`src/rtl/multicycle_ctrl_if.sv`:
```
// Control bundle between the multicycle controller and its datapath/memory.
// The controller drives every control strobe; op and mem_ready come back in.
interface multicycle_ctrl_if;
  logic [5:0] op;
  logic       mem_ready;
  logic       mem_req;
  logic       iord;
  logic       memwrite;
  logic       irwrite;
  logic       pcwrite;
  logic       branch;
  logic [1:0] pcsrc;
  logic       alusrca;
  logic [1:0] alusrcb;
  logic [1:0] aluop;
  logic       regdst;
  logic       memtoreg;
  logic       regwrite;
  logic       instr_done;
  logic       illegal_op;
  logic [3:0] state;

  modport master (
    input  op, mem_ready,
    output mem_req, iord, memwrite, irwrite, pcwrite, branch, pcsrc,
           alusrca, alusrcb, aluop, regdst, memtoreg, regwrite,
           instr_done, illegal_op, state
  );

  modport slave (
    output op, mem_ready,
    input  mem_req, iord, memwrite, irwrite, pcwrite, branch, pcsrc,
           alusrca, alusrcb, aluop, regdst, memtoreg, regwrite,
           instr_done, illegal_op, state
  );
endinterface

```
`src/rtl/multicycle_ctrl.sv`:
```
// Multicycle MIPS-style control FSM: one state register, decoded control
// outputs, all strobes masked to 0 while resetn is low.
module multicycle_ctrl (
  input  logic                  clk,
  input  logic                  resetn,
  multicycle_ctrl_if.master     bus
);

  localparam logic [3:0] FETCH    = 4'd0;
  localparam logic [3:0] DECODE   = 4'd1;
  localparam logic [3:0] MEMADR   = 4'd2;
  localparam logic [3:0] MEMRD    = 4'd3;
  localparam logic [3:0] MEMWB    = 4'd4;
  localparam logic [3:0] MEMWR    = 4'd5;
  localparam logic [3:0] EXECUTE  = 4'd6;
  localparam logic [3:0] ALUWB    = 4'd7;
  localparam logic [3:0] BRANCH   = 4'd8;
  localparam logic [3:0] ADDIEXEC = 4'd9;
  localparam logic [3:0] ADDIWB   = 4'd10;
  localparam logic [3:0] JUMP     = 4'd11;

  localparam logic [5:0] OP_LW    = 6'b100011;
  localparam logic [5:0] OP_SW    = 6'b101011;
  localparam logic [5:0] OP_RTYPE = 6'b000000;
  localparam logic [5:0] OP_BEQ   = 6'b000100;
  localparam logic [5:0] OP_ADDI  = 6'b001000;
  localparam logic [5:0] OP_J     = 6'b000010;

  // Unknown opcodes map back to FETCH; the illegal flag comes from this too.
  function automatic logic [3:0] decode_next(input logic [5:0] opc);
    case (opc)
      OP_LW, OP_SW: decode_next = MEMADR;
      OP_RTYPE:     decode_next = EXECUTE;
      OP_BEQ:       decode_next = BRANCH;
      OP_ADDI:      decode_next = ADDIEXEC;
      OP_J:         decode_next = JUMP;
      default:      decode_next = FETCH;
    endcase
  endfunction

  logic [3:0] state_r;
  logic [3:0] next_s;
  logic       mem_req_s, iord_s, memwrite_s, irwrite_s, pcwrite_s, branch_s;
  logic [1:0] pcsrc_s, alusrcb_s, aluop_s;
  logic       alusrca_s, regdst_s, memtoreg_s, regwrite_s;
  logic       instr_done_s, illegal_op_s;

  // State register, asynchronously forced to FETCH.
  always_ff @(posedge clk or negedge resetn) begin
    if (!resetn) begin
      state_r <= FETCH;
    end else begin
      state_r <= next_s;
    end
  end

  // Next-state logic; mem_ready is only consulted in the three memory states.
  always_comb begin
    next_s = FETCH;
    case (state_r)
      FETCH:    next_s = bus.mem_ready ? DECODE : FETCH;
      DECODE:   next_s = decode_next(bus.op);
      MEMADR:   next_s = (bus.op == OP_LW) ? MEMRD : MEMWR;
      MEMRD:    next_s = bus.mem_ready ? MEMWB : MEMRD;
      MEMWB:    next_s = FETCH;
      MEMWR:    next_s = bus.mem_ready ? FETCH : MEMWR;
      EXECUTE:  next_s = ALUWB;
      ALUWB:    next_s = FETCH;
      BRANCH:   next_s = FETCH;
      ADDIEXEC: next_s = ADDIWB;
      ADDIWB:   next_s = FETCH;
      JUMP:     next_s = FETCH;
      default:  next_s = FETCH;
    endcase
  end

  // Control decode; anything not set in a state stays 0, codes 12-15 included.
  always_comb begin
    mem_req_s    = 1'b0;
    iord_s       = 1'b0;
    memwrite_s   = 1'b0;
    irwrite_s    = 1'b0;
    pcwrite_s    = 1'b0;
    branch_s     = 1'b0;
    pcsrc_s      = 2'b00;
    alusrca_s    = 1'b0;
    alusrcb_s    = 2'b00;
    aluop_s      = 2'b00;
    regdst_s     = 1'b0;
    memtoreg_s   = 1'b0;
    regwrite_s   = 1'b0;
    instr_done_s = 1'b0;
    illegal_op_s = 1'b0;
    case (state_r)
      FETCH: begin
        mem_req_s = 1'b1;
        alusrcb_s = 2'b01;
        irwrite_s = bus.mem_ready;
        pcwrite_s = bus.mem_ready;
      end
      DECODE: begin
        alusrcb_s = 2'b11;
        if (decode_next(bus.op) == FETCH) begin
          illegal_op_s = 1'b1;
          instr_done_s = 1'b1;
        end else begin
          illegal_op_s = 1'b0;
          instr_done_s = 1'b0;
        end
      end
      MEMADR: begin
        alusrca_s = 1'b1;
        alusrcb_s = 2'b10;
      end
      MEMRD: begin
        mem_req_s = 1'b1;
        iord_s    = 1'b1;
      end
      MEMWB: begin
        memtoreg_s   = 1'b1;
        regwrite_s   = 1'b1;
        instr_done_s = 1'b1;
      end
      MEMWR: begin
        mem_req_s    = 1'b1;
        iord_s       = 1'b1;
        memwrite_s   = 1'b1;
        instr_done_s = bus.mem_ready;
      end
      EXECUTE: begin
        alusrca_s = 1'b1;
        aluop_s   = 2'b10;
      end
      ALUWB: begin
        regdst_s     = 1'b1;
        regwrite_s   = 1'b1;
        instr_done_s = 1'b1;
      end
      BRANCH: begin
        alusrca_s    = 1'b1;
        aluop_s      = 2'b01;
        pcsrc_s      = 2'b01;
        branch_s     = 1'b1;
        instr_done_s = 1'b1;
      end
      ADDIEXEC: begin
        alusrca_s = 1'b1;
        alusrcb_s = 2'b10;
      end
      ADDIWB: begin
        regwrite_s   = 1'b1;
        instr_done_s = 1'b1;
      end
      JUMP: begin
        pcsrc_s      = 2'b10;
        pcwrite_s    = 1'b1;
        instr_done_s = 1'b1;
      end
      default: begin
        mem_req_s = 1'b0;
      end
    endcase
  end

  // Outputs gated by resetn so strobes drop without waiting for a clock.
  assign bus.mem_req    = mem_req_s    & resetn;
  assign bus.iord       = iord_s       & resetn;
  assign bus.memwrite   = memwrite_s   & resetn;
  assign bus.irwrite    = irwrite_s    & resetn;
  assign bus.pcwrite    = pcwrite_s    & resetn;
  assign bus.branch     = branch_s     & resetn;
  assign bus.pcsrc      = pcsrc_s      & {2{resetn}};
  assign bus.alusrca    = alusrca_s    & resetn;
  assign bus.alusrcb    = alusrcb_s    & {2{resetn}};
  assign bus.aluop      = aluop_s      & {2{resetn}};
  assign bus.regdst     = regdst_s     & resetn;
  assign bus.memtoreg   = memtoreg_s   & resetn;
  assign bus.regwrite   = regwrite_s   & resetn;
  assign bus.instr_done = instr_done_s & resetn;
  assign bus.illegal_op = illegal_op_s & resetn;
  assign bus.state      = state_r;

endmodule
```
`src/flat_wrapper.sv`:
```
// flat-port wrapper written by rule: the top's interface ports become plain ports
module multicycle_ctrl_flat 
  (clk, resetn, bus_op, bus_mem_ready, bus_mem_req, bus_iord, bus_memwrite, bus_irwrite, bus_pcwrite, bus_branch, bus_pcsrc, bus_alusrca, bus_alusrcb, bus_aluop, bus_regdst, bus_memtoreg, bus_regwrite, bus_instr_done, bus_illegal_op, bus_state);
  multicycle_ctrl_if bus_i ();
  input  logic clk;
  input  logic resetn;
  input wire logic [$bits(bus_i.op)-1:0] bus_op;
  input wire logic [$bits(bus_i.mem_ready)-1:0] bus_mem_ready;
  output wire logic [$bits(bus_i.mem_req)-1:0] bus_mem_req;
  output wire logic [$bits(bus_i.iord)-1:0] bus_iord;
  output wire logic [$bits(bus_i.memwrite)-1:0] bus_memwrite;
  output wire logic [$bits(bus_i.irwrite)-1:0] bus_irwrite;
  output wire logic [$bits(bus_i.pcwrite)-1:0] bus_pcwrite;
  output wire logic [$bits(bus_i.branch)-1:0] bus_branch;
  output wire logic [$bits(bus_i.pcsrc)-1:0] bus_pcsrc;
  output wire logic [$bits(bus_i.alusrca)-1:0] bus_alusrca;
  output wire logic [$bits(bus_i.alusrcb)-1:0] bus_alusrcb;
  output wire logic [$bits(bus_i.aluop)-1:0] bus_aluop;
  output wire logic [$bits(bus_i.regdst)-1:0] bus_regdst;
  output wire logic [$bits(bus_i.memtoreg)-1:0] bus_memtoreg;
  output wire logic [$bits(bus_i.regwrite)-1:0] bus_regwrite;
  output wire logic [$bits(bus_i.instr_done)-1:0] bus_instr_done;
  output wire logic [$bits(bus_i.illegal_op)-1:0] bus_illegal_op;
  output wire logic [$bits(bus_i.state)-1:0] bus_state;
  assign bus_i.op = bus_op;
  assign bus_i.mem_ready = bus_mem_ready;
  assign bus_mem_req = bus_i.mem_req;
  assign bus_iord = bus_i.iord;
  assign bus_memwrite = bus_i.memwrite;
  assign bus_irwrite = bus_i.irwrite;
  assign bus_pcwrite = bus_i.pcwrite;
  assign bus_branch = bus_i.branch;
  assign bus_pcsrc = bus_i.pcsrc;
  assign bus_alusrca = bus_i.alusrca;
  assign bus_alusrcb = bus_i.alusrcb;
  assign bus_aluop = bus_i.aluop;
  assign bus_regdst = bus_i.regdst;
  assign bus_memtoreg = bus_i.memtoreg;
  assign bus_regwrite = bus_i.regwrite;
  assign bus_instr_done = bus_i.instr_done;
  assign bus_illegal_op = bus_i.illegal_op;
  assign bus_state = bus_i.state;
  multicycle_ctrl u_core (.clk(clk), .resetn(resetn), .bus(bus_i));
endmodule
```
`config.mk`:
```
export PLATFORM = sky130hd
export DESIGN_NAME = multicycle_ctrl_flat
export DESIGN_NICKNAME = d
export VERILOG_FILES = /design/src/rtl/multicycle_ctrl_if.sv /design/src/rtl/multicycle_ctrl.sv /design/src/flat_wrapper.sv
export SDC_FILE = /design/constraint.sdc
export NUM_CORES = 1
export LEC_CHECK = 0
export ABC_CLOCK_PERIOD_IN_PS = 1900
export CORE_UTILIZATION = 40
export CTS_BUF_LIST = sky130_fd_sc_hd__clkbuf_4
export DETAILED_ROUTE_END_ITERATION = 7
export HOLD_SLACK_MARGIN = 0.03
export PLACE_DENSITY = 0.85
export SETUP_SLACK_MARGIN = 0.05
export SYNTH_ARGS = -nofsm -noshare
export SYNTH_HDL_FRONTEND = slang
export SYNTH_SLANG_ARGS = --single-unit
```
`constraint.sdc`:
```
create_clock -name clk -period 1.9 [get_ports clk]
set_input_delay 0.38 -clock clk [delete_from_list [all_inputs] [get_ports clk]]
set_output_delay 0.38 -clock clk [all_outputs]
set_load 0.03 [all_outputs]
```
==> metrics.md, run 1 <==
| Metric | Value |
|---|---|
| Status | finished, violations left |
| Failing checks | design-rule violations, negative setup slack |
| Worst path most repeated cell | buf_6 |
| MaxCap Viol Count | 0 |
| GRT Total Usage | 0.2928 |
| Initial antenna violation count | 0 |
| Syn nets | roughly 110 |
| Post-synthesis async set-or-reset flop share | 1.000 |
| Gate power share | 0.842 |
| Slowest cell on crit path | dfrtp_2 |
| Clk buf depth | 2 |
| # DRC | 5 |
| Worst-Skew Late Latency | 250 ps |
| Area contributors post-synth | dfrtp_1 14%, nor2b_1 7.1%, buf_6 6.4%, nor2_1 6.4%, a21oi_1 4.3% |
| First-pass GRT wire length | 4243 um |
| LEAKAGE | 0.0006050 uW |
| Total Negative Setup Slacks | -482.8 ps |
| Minimum clock period | 2056 ps |
| DIE AREA | just under 2000 um2 |
| Critical Path Max Stage Delay | 450 ps |
| Final global-route overflow total | 0 |
| Hold_buf cts | 0 |
| Multi-input logic area | 673.1 um2 |
| H-tree depth | 1 |
| Die Span Y | roughly 44 um |
| Most frequent cell after synthesis | nor2_1 |
| Number of port buffers | 30 |
| Vias in the first global route | 960 |
| Final worst setup slack | -156.4 ps |
| Mean Syn Cell Area | between 7 and 8 um2 |
| #FFs+latches synth | 4 |
| Sw Ratio | 0.5190 |
| Cell-internal power | 971.7 uW |
| Hold Vio Cnt, Final | 0 |
| Vias per cell | 6.181 |
| Max reg flops | 4 |
| Maximum clock rate | roughly 490 MHz |
| Diodes inserted | 0 |
| Starting Density | 0.4476 |
| Drt total wl | 3157 um |
| CP Max Fanout | 14 |
| Die W | 44 um |
| Final Slew Violations | 0 |
| Clk_skew | 14.90 ps |
| Pwr Density | 1449 nW/um2 |
| EDFF count, synth | 0 |
| RSZ-0062 raised after global routing | true |
| Area Overhead vs Synth | 97.52% |
| CP Launch Type | flop |
| Max VDD drop | approximately 1.3 mV |
| DR pass1 iterations | 8 |
| Critical setup path kind | reg2out |
| Slew at the pin closest to its max-slew limit | 420.9 ps |
| Clock Tree Root | clkbuf_4 |
| Crit path capture type | primary output |
| Hold Crit Class | in2async |
| CTS buffer count | 3 |
| # rows | 14 |
| Setup violations, final | 7 |
| Post-DP HPWL | about 1600 um |
| Post-synthesis sequential area ratio | 0.1418 |
| Final Non-Filler Cells | 166 |
| Core Area | 1577 um2 |
| Sink Count | 4 |
| Critical-path cell list | buf_6 > nor2_2 > nand2_1 > o21ai_1 > nor2b_2 > buf_6 |
| Post-Syn Instances | 96 |
| NumNets Final | 160 |
| Register area | 103.9 um2 |
| Clock power frac | 0.074 |
| Yosys cell types | 41 |
| Final Cycle Share | 1.082 |
| Routability cong. | ~0.85 |
| First DRT Iteration DRCs | between 50 and 60 |
| Top FF cell, synth | dfrtp_1 |
| Layout cell share with drive strength beyond 1 | 0.6333 |
| Fillers | 66 |
| Syn. warnings | 0 |
| Largest area contributor in the netlist | dfrtp_1 |
| Top Ports | 31 |
| Critical path arrival | 1680 ps |
| Largest net degree at the start of global routing | 15 |
| Placed Instances | ~160 |
| CTS tree | yes |
| Post-synth top cells | 12 x nor2_1, 8 x nor2b_1, 6 x a21oi_1, 6 x o21ai_0, 5 x nand2_1 |
| Clock transition at path regs | 60 ps |
| Mapped Area | between 700 and 800 um2 |
| Post-layout util | 0.8841 |
| Area share of the leading cell type in the synthesized netlist | 0.1418 |
| Via count | 1026 |
| Post-DR wirelength/cell | between 15 and 20 um |
| Switching power | 1048 uW |
| Slew headroom | 0.7121 |
| WP data required | 1520 ps |
| Seq pwr share | 0.084 |
| Post-route ant nets | 0 |
==> layout by cell type (no fill, tap or decap), drive strengths merged, types with 2 or more instances in the layout <==
cell / instances
dlygate4sd2: 3
nor3: 4
clkbuf: 4
clkdlybuf4s50: 2
nor4: 3
dfrtp: 4
or3: 2
nand2: 5
a21oi: 6
o21ai: 7
nand2b: 3
xnor2: 2
nor2b: 8
nor2: 12
o21a: 2
buf: 57
or4: 3
xor2: 2
inv: 2
nand3: 2
a2111oi: 3
==> worst max-delay path, delay by kind of cell (launching register included) <==
family          cells  cell delay (ps)
simple gates        3              450
buf+inv             2              330
compound gates      1              190
flops               1              450
==> area by class of cell <==
type                       instances  area share
multi-input combinational         78      0.4829
timing repair buffer              62      0.3995
sequential                         4     0.07451
clock buffer                       4     0.02154
tap                               16     0.01436
inverter                           2    0.007181
==> path summary, 6_finish.rpt <==
kind / endpoint / start / depth (start not counted) / slack (ps)
max: bus_pcwrite / u_core.bus.state[1]$_DFF_PN0_ / 6 / -160
min: u_core.bus.state[2]$_DFF_PN0_ / resetn / 2 / 260
max reg2reg: u_core.bus.state[1]$_DFF_PN0_ / u_core.bus.state[1]$_DFF_PN0_ / 5 / 310
min reg2reg: u_core.bus.state[2]$_DFF_PN0_ / u_core.bus.state[3]$_DFF_PN0_ / 2 / 620
max in group asynchronous: u_core.bus.state[0]$_DFF_PN0_ / resetn / 2 / 1480
min in group clk: u_core.bus.state[2]$_DFF_PN0_ / u_core.bus.state[3]$_DFF_PN0_ / 2 / 620
==> per-stage QoR <==
stage | cell area [um2] | power [uW] | setup WS, ps | hold WS [ps]
2_1_floorplan | 764.5 | 1018 | -62.76 | 84.41
6_report | 1394 | 2020 | -156.4 | 262.9
3_5_place_dp | 1127 | 1440 | -901.5 | 630.6
4_1_cts | 1282 | 1713 | -16.65 | 268.9
3_3_place_gp | 1127 | 1411 | -864.4 | 632.8
5_1_grt | 1394 | 2092 | -150.3 | 270.1
==> power by group through the flow <==
stage               sequential (uW)  combinational [uW]  clock [uW]
finish                          170                1700         149
global route                    176                1760         153
CTS                             155                1420         139
detailed placement              156                1280           0
global placement                154                1260           0
floorplan                       208                 810           0
==> kinds of logic after synthesis <==
family / Yosys count / share of synthesized area
compound gates: 24 / 0.2287
xor+xnor: 4 / 0.04965
mux: 1 / 0.01418
simple gates: 49 / 0.4007
flops: 4 / 0.1418
buf+inv: 14 / 0.1649
==> per-layer routing <==
| layer | wire, um | up-vias | global-route usage |
|---|---|---|---|
| li1 | - | 452 | - |
| met1 | 1180 | 478 | 0.3114 |
| met2 | 1628 | 82 | 0.5765 |
| met3 | 241 | 14 | 0.02083 |
| met4 | 107 | 0 | 0.1212 |
| met5 | 0 | - | 0 |
==> timing repair <==
action                                  in CTS  in global routing
endpoints found under the setup margin      20                 16
pin swaps                                    8                  7
buffers inserted                             4                  2
gates resized for setup                     64                 25
Note: power is estimated with default switching activity, not from simulation.
==> run 2: changes to the inputs <==
ABC_CLOCK_PERIOD_IN_PS = default   (was 1900)
SKIP_LAST_GASP = 1   (was default)
SLEW_MARGIN = 5   (was default)
==> run 2 against run 1 <==
  * The flow still finishes with violations (design-rule violations, negative setup slack)
  * Global-route usage unchanged
  * Cell count unchanged
  * Fmax rose by 3.2%
  * Hold slack better by 16 ps
  * Sequential share of layout area rose by 0.052 points
  * First-iteration DRC count shrank 29%
  * Register-to-register slack about the same
  * Die area did not move
  * Non-clock buffer count stayed put
  * Worst setup slack improved by 63 ps
  * Clock-buffer cell count did not move
==> metrics.md, run 2 (same netlist as run 1, synthesis figures left out) <==
| Metric | Value |
|---|---|
| Worst Setup SP | u_core.bus.state[1]$_DFF_PN0_ (unchanged) |
| Status | finished, violations left (unchanged) |
| Hold Crit Class | in2async (unchanged) |
| CTS buffer count | 3 (unchanged) |
| Area Overhead vs Synth | 93.79% (was 97.52%) |
| CP endpoint | bus_mem_req (was bus_pcwrite) |
| LEAKAGE | 0.0006121 uW (was 0.0006050 uW) |
| Sink Count | 4 (unchanged) |
| DR pass1 iterations | 8 (unchanged) |
| DIE AREA | 1936 um2 (unchanged) |
| Routability cong. | 0.8465 (unchanged) |
| Clock transition at path regs | 50 ps (was 60 ps) |
| Initial antenna violation count | 0 (unchanged) |
| Final Cycle Share | 1.049 (was 1.082) |
| Pwr Density | 1442 nW/um2 (was 1449 nW/um2) |
| Final Slew Violations | 0 (unchanged) |
| Clock Tree Root | clkbuf_4 (unchanged) |
| Clk buf depth | 2 (unchanged) |
| CP Max Fanout | 5 (was 14) |
| Die W | 44 um (unchanged) |
| Minimum clock period | 1993 ps (was 2056 ps) |
| MaxCap Viol Count | 0 (unchanged) |
| Register area | 102.6 um2 (was 103.9 um2) |
| Largest net degree at the start of global routing | 15 (unchanged) |
| Critical path arrival | 1610 ps (was 1680 ps) |
| Maximum clock rate | 501.8 MHz (was 486.3 MHz) |
| Starting Density | 0.4476 (unchanged) |
| Diodes inserted | 0 (unchanged) |
| Clk_skew | 10.36 ps (was 14.90 ps) |
| WP data required | 1520 ps (about the same) |
| Via count | 1057 (was 1026) |
| Design Area, Final | 1368 um2 (was 1394 um2) |
| Number of port buffers | 30 (unchanged) |
| Commonest non-fill, non-tap cells in the layout | 33 x buf_4, 20 x buf_6, 8 x nor2_1, 6 x o21ai_0, 5 x a21oi_1 (was 30 x buf_4, 24 x buf_6, 6 x nor2_1, 5 x o21ai_0, 5 x a21oi_1) |
| Most common cell after layout, fill and taps aside | buf_4 (unchanged) |
| Worst reg2reg path endpoint | u_core.bus.state[1]$_DFF_PN0_ (unchanged) |
| R2r setup slk | 310 ps (about the same) |
| # rows | 14 (unchanged) |
| First-pass GRT wire length | 4243 um (unchanged) |
| RSZ-0062 raised after global routing | true (unchanged) |
| Worst r2r src | u_core.bus.state[1]$_DFF_PN0_ (unchanged) |
| Critical setup path kind | reg2out (unchanged) |
| GRT Total Usage | 0.2928 (unchanged) |
| Worst reg2reg path depth | 5 (unchanged) |
| Top Ports | 31 (unchanged) |
| Vias per cell | 6.367 (was 6.181) |
| Layout cell share with drive strength beyond 1 | 0.6067 (was 0.6333) |
| Slew at the pin closest to its max-slew limit | 423.5 ps (was 420.9 ps) |
| Final worst setup slack | -92.91 ps (was -156.4 ps) |
| CTS tree | yes (unchanged) |
| Post-DR wirelength/cell | 18.76 um (was 19.02 um) |
| CP Launch Type | flop (unchanged) |
| Post-route ant nets | 0 (unchanged) |
| Total power | 1973 uW (was 2020 uW) |
| H-tree depth | 1 (unchanged) |
| Core Area | 1577 um2 (unchanged) |
| Max VDD drop | 1.154 mV (was 1.276 mV) |
| Worst-Skew Late Latency | 250 ps (about the same) |
| Placed inst area | 1127 um2 (unchanged) |
| Multi-input logic area | 658.1 um2 (was 673.1 um2) |
| Hold Vio Cnt, Final | 0 (unchanged) |
| Post-DP HPWL | 1554 um (unchanged) |
| Fillers | 68 (was 66) |
| Crit path capture type | primary output (unchanged) |
| # DRC | 3 (was 5) |
| Final global-route overflow total | 0 (unchanged) |
| Die Span Y | 44 um (unchanged) |
| Drt total wl | 3114 um (was 3157 um) |
| Total Negative Setup Slacks | -464.4 ps (was -482.8 ps) |
| First DRT Iteration DRCs | 42 (was 59) |
| Max reg flops | 4 (unchanged) |
| Failing checks | design-rule violations, negative setup slack (unchanged) |
| NumNets Final | 160 (unchanged) |
| Setup violations, final | 9 (was 7) |
| Slew headroom | 0.7104 (was 0.7121) |
| Vias in the first global route | 960 (unchanged) |
[run 2: cell types whose count changed in the layout (fill, tap and decap cells not counted)]
cell and delta:
buf_6 -4, buf_4 +3, nor2_1 +2, nor2_4 -2
dfrtp_1 +1, dfrtp_2 -1, dlymetal6s2s_1 +1, o21ai_0 +1
o21ai_1 -1
[run 2: worst min-delay path by stage]
stage                                        startpoint                            end  slack, ps  cells past startpoint
after floorplan                                  resetn  u_core.bus.state[0]$_DFF_PN0_         80                      0
after global placement    u_core.bus.state[3]$_DFF_PN0_  u_core.bus.state[0]$_DFF_PN0_        630                      2
after detailed placement  u_core.bus.state[3]$_DFF_PN0_  u_core.bus.state[0]$_DFF_PN0_        630                      2
after CTS                                        resetn  u_core.bus.state[2]$_DFF_PN0_        270                      2
after global routing                             resetn  u_core.bus.state[2]$_DFF_PN0_        280                      2
final                                            resetn  u_core.bus.state[1]$_DFF_PN0_        280                      2
[run 2: per-stage QoR]
stage	util	hold WS, ps	setup slack, ps	std cells
after floorplan	-	84.41	-62.76	96
after global placement	0.7151	632.8	-864.4	156
after detailed placement	0.7151	630.6	-901.5	156
after CTS	0.8151	268.9	-16.65	164
after global routing	0.8675	279.7	-186.9	166
final	0.8675	278.6	-92.91	166
[run 2: timing repair]
item | 4_1_cts | 5_1_grt
buffers inserted | 4 | 2
gates resized for setup | 63 | 16
endpoints found under the setup margin | 20 | 17
cloned | 0 | 0
pin swaps | 8 | 5
hold buffers | 0 | 0
[run 2: cell type report]
type,count,share of cell area
tap,16,0.01464
inverter,2,0.007319
sequential,4,0.07502
multi-input combinational,78,0.4812
clock buffer,4,0.02196
timing repair buffer,62,0.3998
[run 2: power breakdown]
group          internal (uW)  leakage (uW)  switching (uW)
registers                124     0.0000480            48.1
logic                    735      0.000546             925
clock network           93.8     0.0000184            46.8
total                    953      0.000612            1020
[run 2: layer usage]
layer | up-vias | GRT usage | wire length (um)
li1 | 452 | - | -
met1 | 485 | 0.3114 | 1107
met2 | 93 | 0.5765 | 1556
met3 | 27 | 0.02083 | 280
met4 | 0 | 0.1212 | 170
met5 | - | 0 | 0
[run 2: critical path, cell delays in order (launching register included)]
cell,delay [ps]
dfrtp_2,450
and2b_2,220
buf_6,130
nor3_1,210
a21oi_1,90
nor2b_2,110
buf_4,160
==> run 3: changes to the inputs <==
SETUP_SLACK_MARGIN = 0.3   (was 0.05)
==> run 3 against run 2 <==
  * The flow now stops in global routing (5_1_grt)
  * Synthesized cell count is the same
  * Area after synthesis is the same
==> metrics.md, run 3 <==
| Metric | Value |
|---|---|
| Post-synthesis sequential area ratio | 0.1418 (unchanged) |
| Sink Count | 4 (unchanged) |
| Starting Density | 0.4476 (unchanged) |
| Post-synthesis async set-or-reset flop share | 1.000 (unchanged) |
| Status | did not finish (was finished, violations left) |
| Post-Syn Instances | 96 (unchanged) |
| Post-synth top cells | 12 x nor2_1, 8 x nor2b_1, 6 x a21oi_1, 6 x o21ai_0, 5 x nand2_1 (unchanged) |
| Clk buf depth | 2 (unchanged) |
| #FFs+latches synth | 4 (unchanged) |
| Routability cong. | 0.8449 (was 0.8465) |
| Area contributors post-synth | dfrtp_1 14%, nor2b_1 7.1%, buf_6 6.4%, nor2_1 6.4%, a21oi_1 4.3% (unchanged) |
| Worst setup endpoint GRT | bus_instr_done |
| Yosys cell types | 41 (unchanged) |
| Largest area contributor in the netlist | dfrtp_1 (unchanged) |
| Top Ports | 31 (unchanged) |
| Post-DP HPWL | 1758 um (was 1554 um) |
| Tool error | [ERROR DPL-0038] Utilization greater than 100%, impossible to legalize |
| Die Span Y | 44 um (unchanged) |
| Mapped Area | 705.7 um2 (unchanged) |
| Largest net degree at the start of global routing | 15 |
| Most frequent cell after synthesis | nor2_1 (unchanged) |
| Die W | 44 um (unchanged) |
| Clock Tree Root | clkbuf_4 (unchanged) |
| Number of port buffers | 30 (unchanged) |
| H-tree depth | 1 (unchanged) |
| Fail Step | global routing (5_1_grt) |
| EDFF count, synth | 0 (unchanged) |
| Area share of the leading cell type in the synthesized netlist | 0.1418 (unchanged) |
| CTS buffer count | 3 (unchanged) |
| Top FF cell, synth | dfrtp_1 (unchanged) |
| Worst endpoint type | top-level output |
| Placed Instances | 159 (was 156) |
| Mean Syn Cell Area | 7.351 um2 (unchanged) |
| Syn nets | 105 (unchanged) |
| # rows | 14 (unchanged) |
| Syn. warnings | 0 (unchanged) |
[run 3: cell counts after synthesis]
Identical to the previous run, type by type.
[run 3: cells by family after synthesis]
| group | Yosys count | share of synthesized area |
|---|---|---|
| AOI/OAI and AO/OA | 24 | 0.2287 |
| xor gates and xnor gates | 4 | 0.04965 |
| buffers and inverters | 14 | 0.1649 |
| DFF | 4 | 0.1418 |
| muxes | 1 | 0.01418 |
| and+or+nand+nor | 49 | 0.4007 |
[run 3: what timing repair did]
item / CTS
resized for setup: 68
endpoints found under the setup margin: 26
pin swaps: 10
setup buffers: 7
hold buffers: 0
[run 3: per-stage QoR]
stage	setup slack [ps]	hold slack (ps)	instance area, um2
after detailed placement	-901.7	665.1	1244
after global placement	-811.2	662.3	1244
after CTS	-110.0	270.9	1424
after floorplan	82.36	84.41	908.4
==> run 4: changes to the inputs <==
CORE_AREA = 2 2 63 65   (was default)
CORE_UTILIZATION = default   (was 40)
CTS_BUF_LIST = default   (was sky130_fd_sc_hd__clkbuf_4)
DIE_AREA = 0 0 65 67   (was default)
HOLD_SLACK_MARGIN = default   (was 0.03)
PLACE_DENSITY = default   (was 0.85)
PLACE_DENSITY_LB_ADDON = 0.15   (was default)
SETUP_SLACK_MARGIN = default   (was 0.3)
==> run 4 against run 3 <==
  * The flow now finishes, with violations (negative setup slack)
==> metrics.md, run 4 (same netlist as run 1, synthesis figures left out) <==
| Metric | Value |
|---|---|
| Status | finished, violations left (was did not finish) |
| Failing checks | negative setup slack |
| Max VDD drop | ~0.33 mV |
| Final worst setup slack | -79.46 ps |
| Core Area | approximately 3600 um2 |
| Max reg flops | 4 |
| Crit path capture type | primary output |
| Vias per cell | roughly 4.4 |
| Worst reg2reg path depth | 5 |
| Pwr Density | around 1300 nW/um2 |
| LEAKAGE | around 0.00056 uW |
| Post-DR wirelength/cell | 11.31 um |
| Placed inst area | 1149 um2 (was 1244 um2) |
| MaxCap Viol Count | 0 |
| Initial antenna violation count | 0 |
| Hold Crit Class | in2async |
| Post-layout util | 0.3668 |
| First DRT Iteration DRCs | 36 |
| Number of port buffers | 30 (unchanged) |
| Final Cycle Share | 1.042 |
| Top Ports | 31 (unchanged) |
| Final Slew Violations | 0 |
| Layout cell share with drive strength beyond 1 | 0.5238 |
| Place WS | -932.1 ps (was -901.7 ps) |
| Largest net degree at the start of global routing | 15 |
| Clock transition at path regs | approximately 30 ps |
| Setup violations, final | 3 |
| First-pass GRT wire length | about 3300 um |
| DR pass1 iterations | 2 |
| Worst reg2reg path endpoint | u_core.bus.state[1]$_DFF_PN0_ |
| Die W | 65 um (was 44 um) |
| Drt total wl | 2206 um |
| Total Negative Setup Slacks | -110.8 ps |
| Starting Density | 0.1957 (was 0.4476) |
| Routability cong. | 0.7844 (was 0.8449) |
| DIE AREA | 4355 um2 |
| Commonest non-fill, non-tap cells in the layout | 38 x buf_4, 13 x buf_6, 10 x nor2_1, 5 x o21ai_0, 5 x a21oi_1 |
| H-tree depth | 1 (unchanged) |
| # rows | 22 (was 14) |
| CP endpoint | bus_instr_done |
| Clk buf depth | 2 (unchanged) |
| Placed Instances | 186 (was 159) |
| # DRC | 0 |
| Die Span Y | 67 um (was 44 um) |
| Post-route ant nets | 0 |
| Clk_skew | 2.987 ps |
| R2r setup slk | about 450 ps |
| Post-DP HPWL | 1734 um (was 1758 um) |
| Maximum clock rate | 505.2 MHz |
| Hold_buf cts | 0 (unchanged) |
| Design Area, Final | 1323 um2 |
| Fillers | 388 |
| CTS tree | yes |
| Slew at the pin closest to its max-slew limit | 357.9 ps |
| CP Launch Type | input pin |
| Critical path arrival | 1600 ps |
| CP Max Fanout | 3 |
| Vias in the first global route | 791 |
| GRT Total Usage | 0.09733 |
| Via count | ~860 |
| Diodes inserted | 0 |
| Clock Tree Root | clkbuf_8 (was clkbuf_4) |
| RSZ-0062 raised after global routing | true |
| Most common cell after layout, fill and taps aside | buf_4 |
| Minimum clock period | between 1500 and 2000 ps |
| Worst Setup SP | bus_op[5] |
| Final global-route overflow total | 0 |
| Critical setup path kind | in2out |
| Sink Count | 4 (unchanged) |
| NumNets Final | 158 |
| Slew headroom | 0.7552 |
| Worst r2r src | u_core.bus.state[1]$_DFF_PN0_ |
| Hold Vio Cnt, Final | 0 |
| WP data required | 1520 ps |
| Final Non-Filler Cells | 195 |
| CTS buffer count | 3 (unchanged) |
| Area Overhead vs Synth | 87.41% |
| Worst-Skew Late Latency | 210 ps |
-- run 4: worst min path at each step --
stage               slack [ps]  cells past startpoint                          start                       endpoint
detailed placement         650                      2  u_core.bus.state[3]$_DFF_PN0_  u_core.bus.state[0]$_DFF_PN0_
CTS                        310                      2                         resetn  u_core.bus.state[2]$_DFF_PN0_
finish                     300                      2                         resetn  u_core.bus.state[2]$_DFF_PN0_
global route               310                      2                         resetn  u_core.bus.state[2]$_DFF_PN0_
global placement           660                      2  u_core.bus.state[3]$_DFF_PN0_  u_core.bus.state[0]$_DFF_PN0_
floorplan                   80                      0                         resetn  u_core.bus.state[0]$_DFF_PN0_
-- run 4: metal layers --
layer  track usage  routed length [um]
met5             0                   0
met4       0.01596                   0
met3       0.01689                  94
met2        0.1959                1116
met1        0.1062                 995
-- run 4: layout make-up --
type / count / area [um2] / share of cell area
Clock buffer: 3 / 41.29 / 0.03122
Inverter: 2 / 7.507 / 0.005676
Multi-Input combinational cell: 78 / 604.3 / 0.4570
Sequential cell: 4 / 100.1 / 0.07569
Tap cell: 48 / 60.06 / 0.04541
Timing Repair Buffer: 60 / 509.2 / 0.3851
-- run 4: repair_timing --
item                       in CTS  in global routing
pin swaps                       3                  4
hold endpoints to repair        0                  0
setup buffers                   3                  3
setup endpoints to repair      16                 11
gates resized for setup        38                 18
-- run 4: per-stage QoR --
stage	power, uW	hold slack [ps]
5_1_grt	1807	313.4
6_report	1692	299.2
4_1_cts	1613	306.7
3_5_place_dp	1390	646.6
2_1_floorplan	983.6	84.41
3_3_place_gp	1393	663.8
-- run 4: power by group --
| group | switching [uW] | internal (uW) | total [uW] |
|---|---|---|---|
| sequential | 35.7 | 120 | 156 |
| combinational | 741 | 622 | 1360 |
| clock | 37.5 | 134 | 172 |
| total | 815 | 877 | 1690 |
-- run 4: critical path: stages --
cell	delay [ps]
buf_6	90
buf_6	110
a2111o_1	420
a31oi_4	210
o21ai_1	90
and4_4	170
buf_6	130
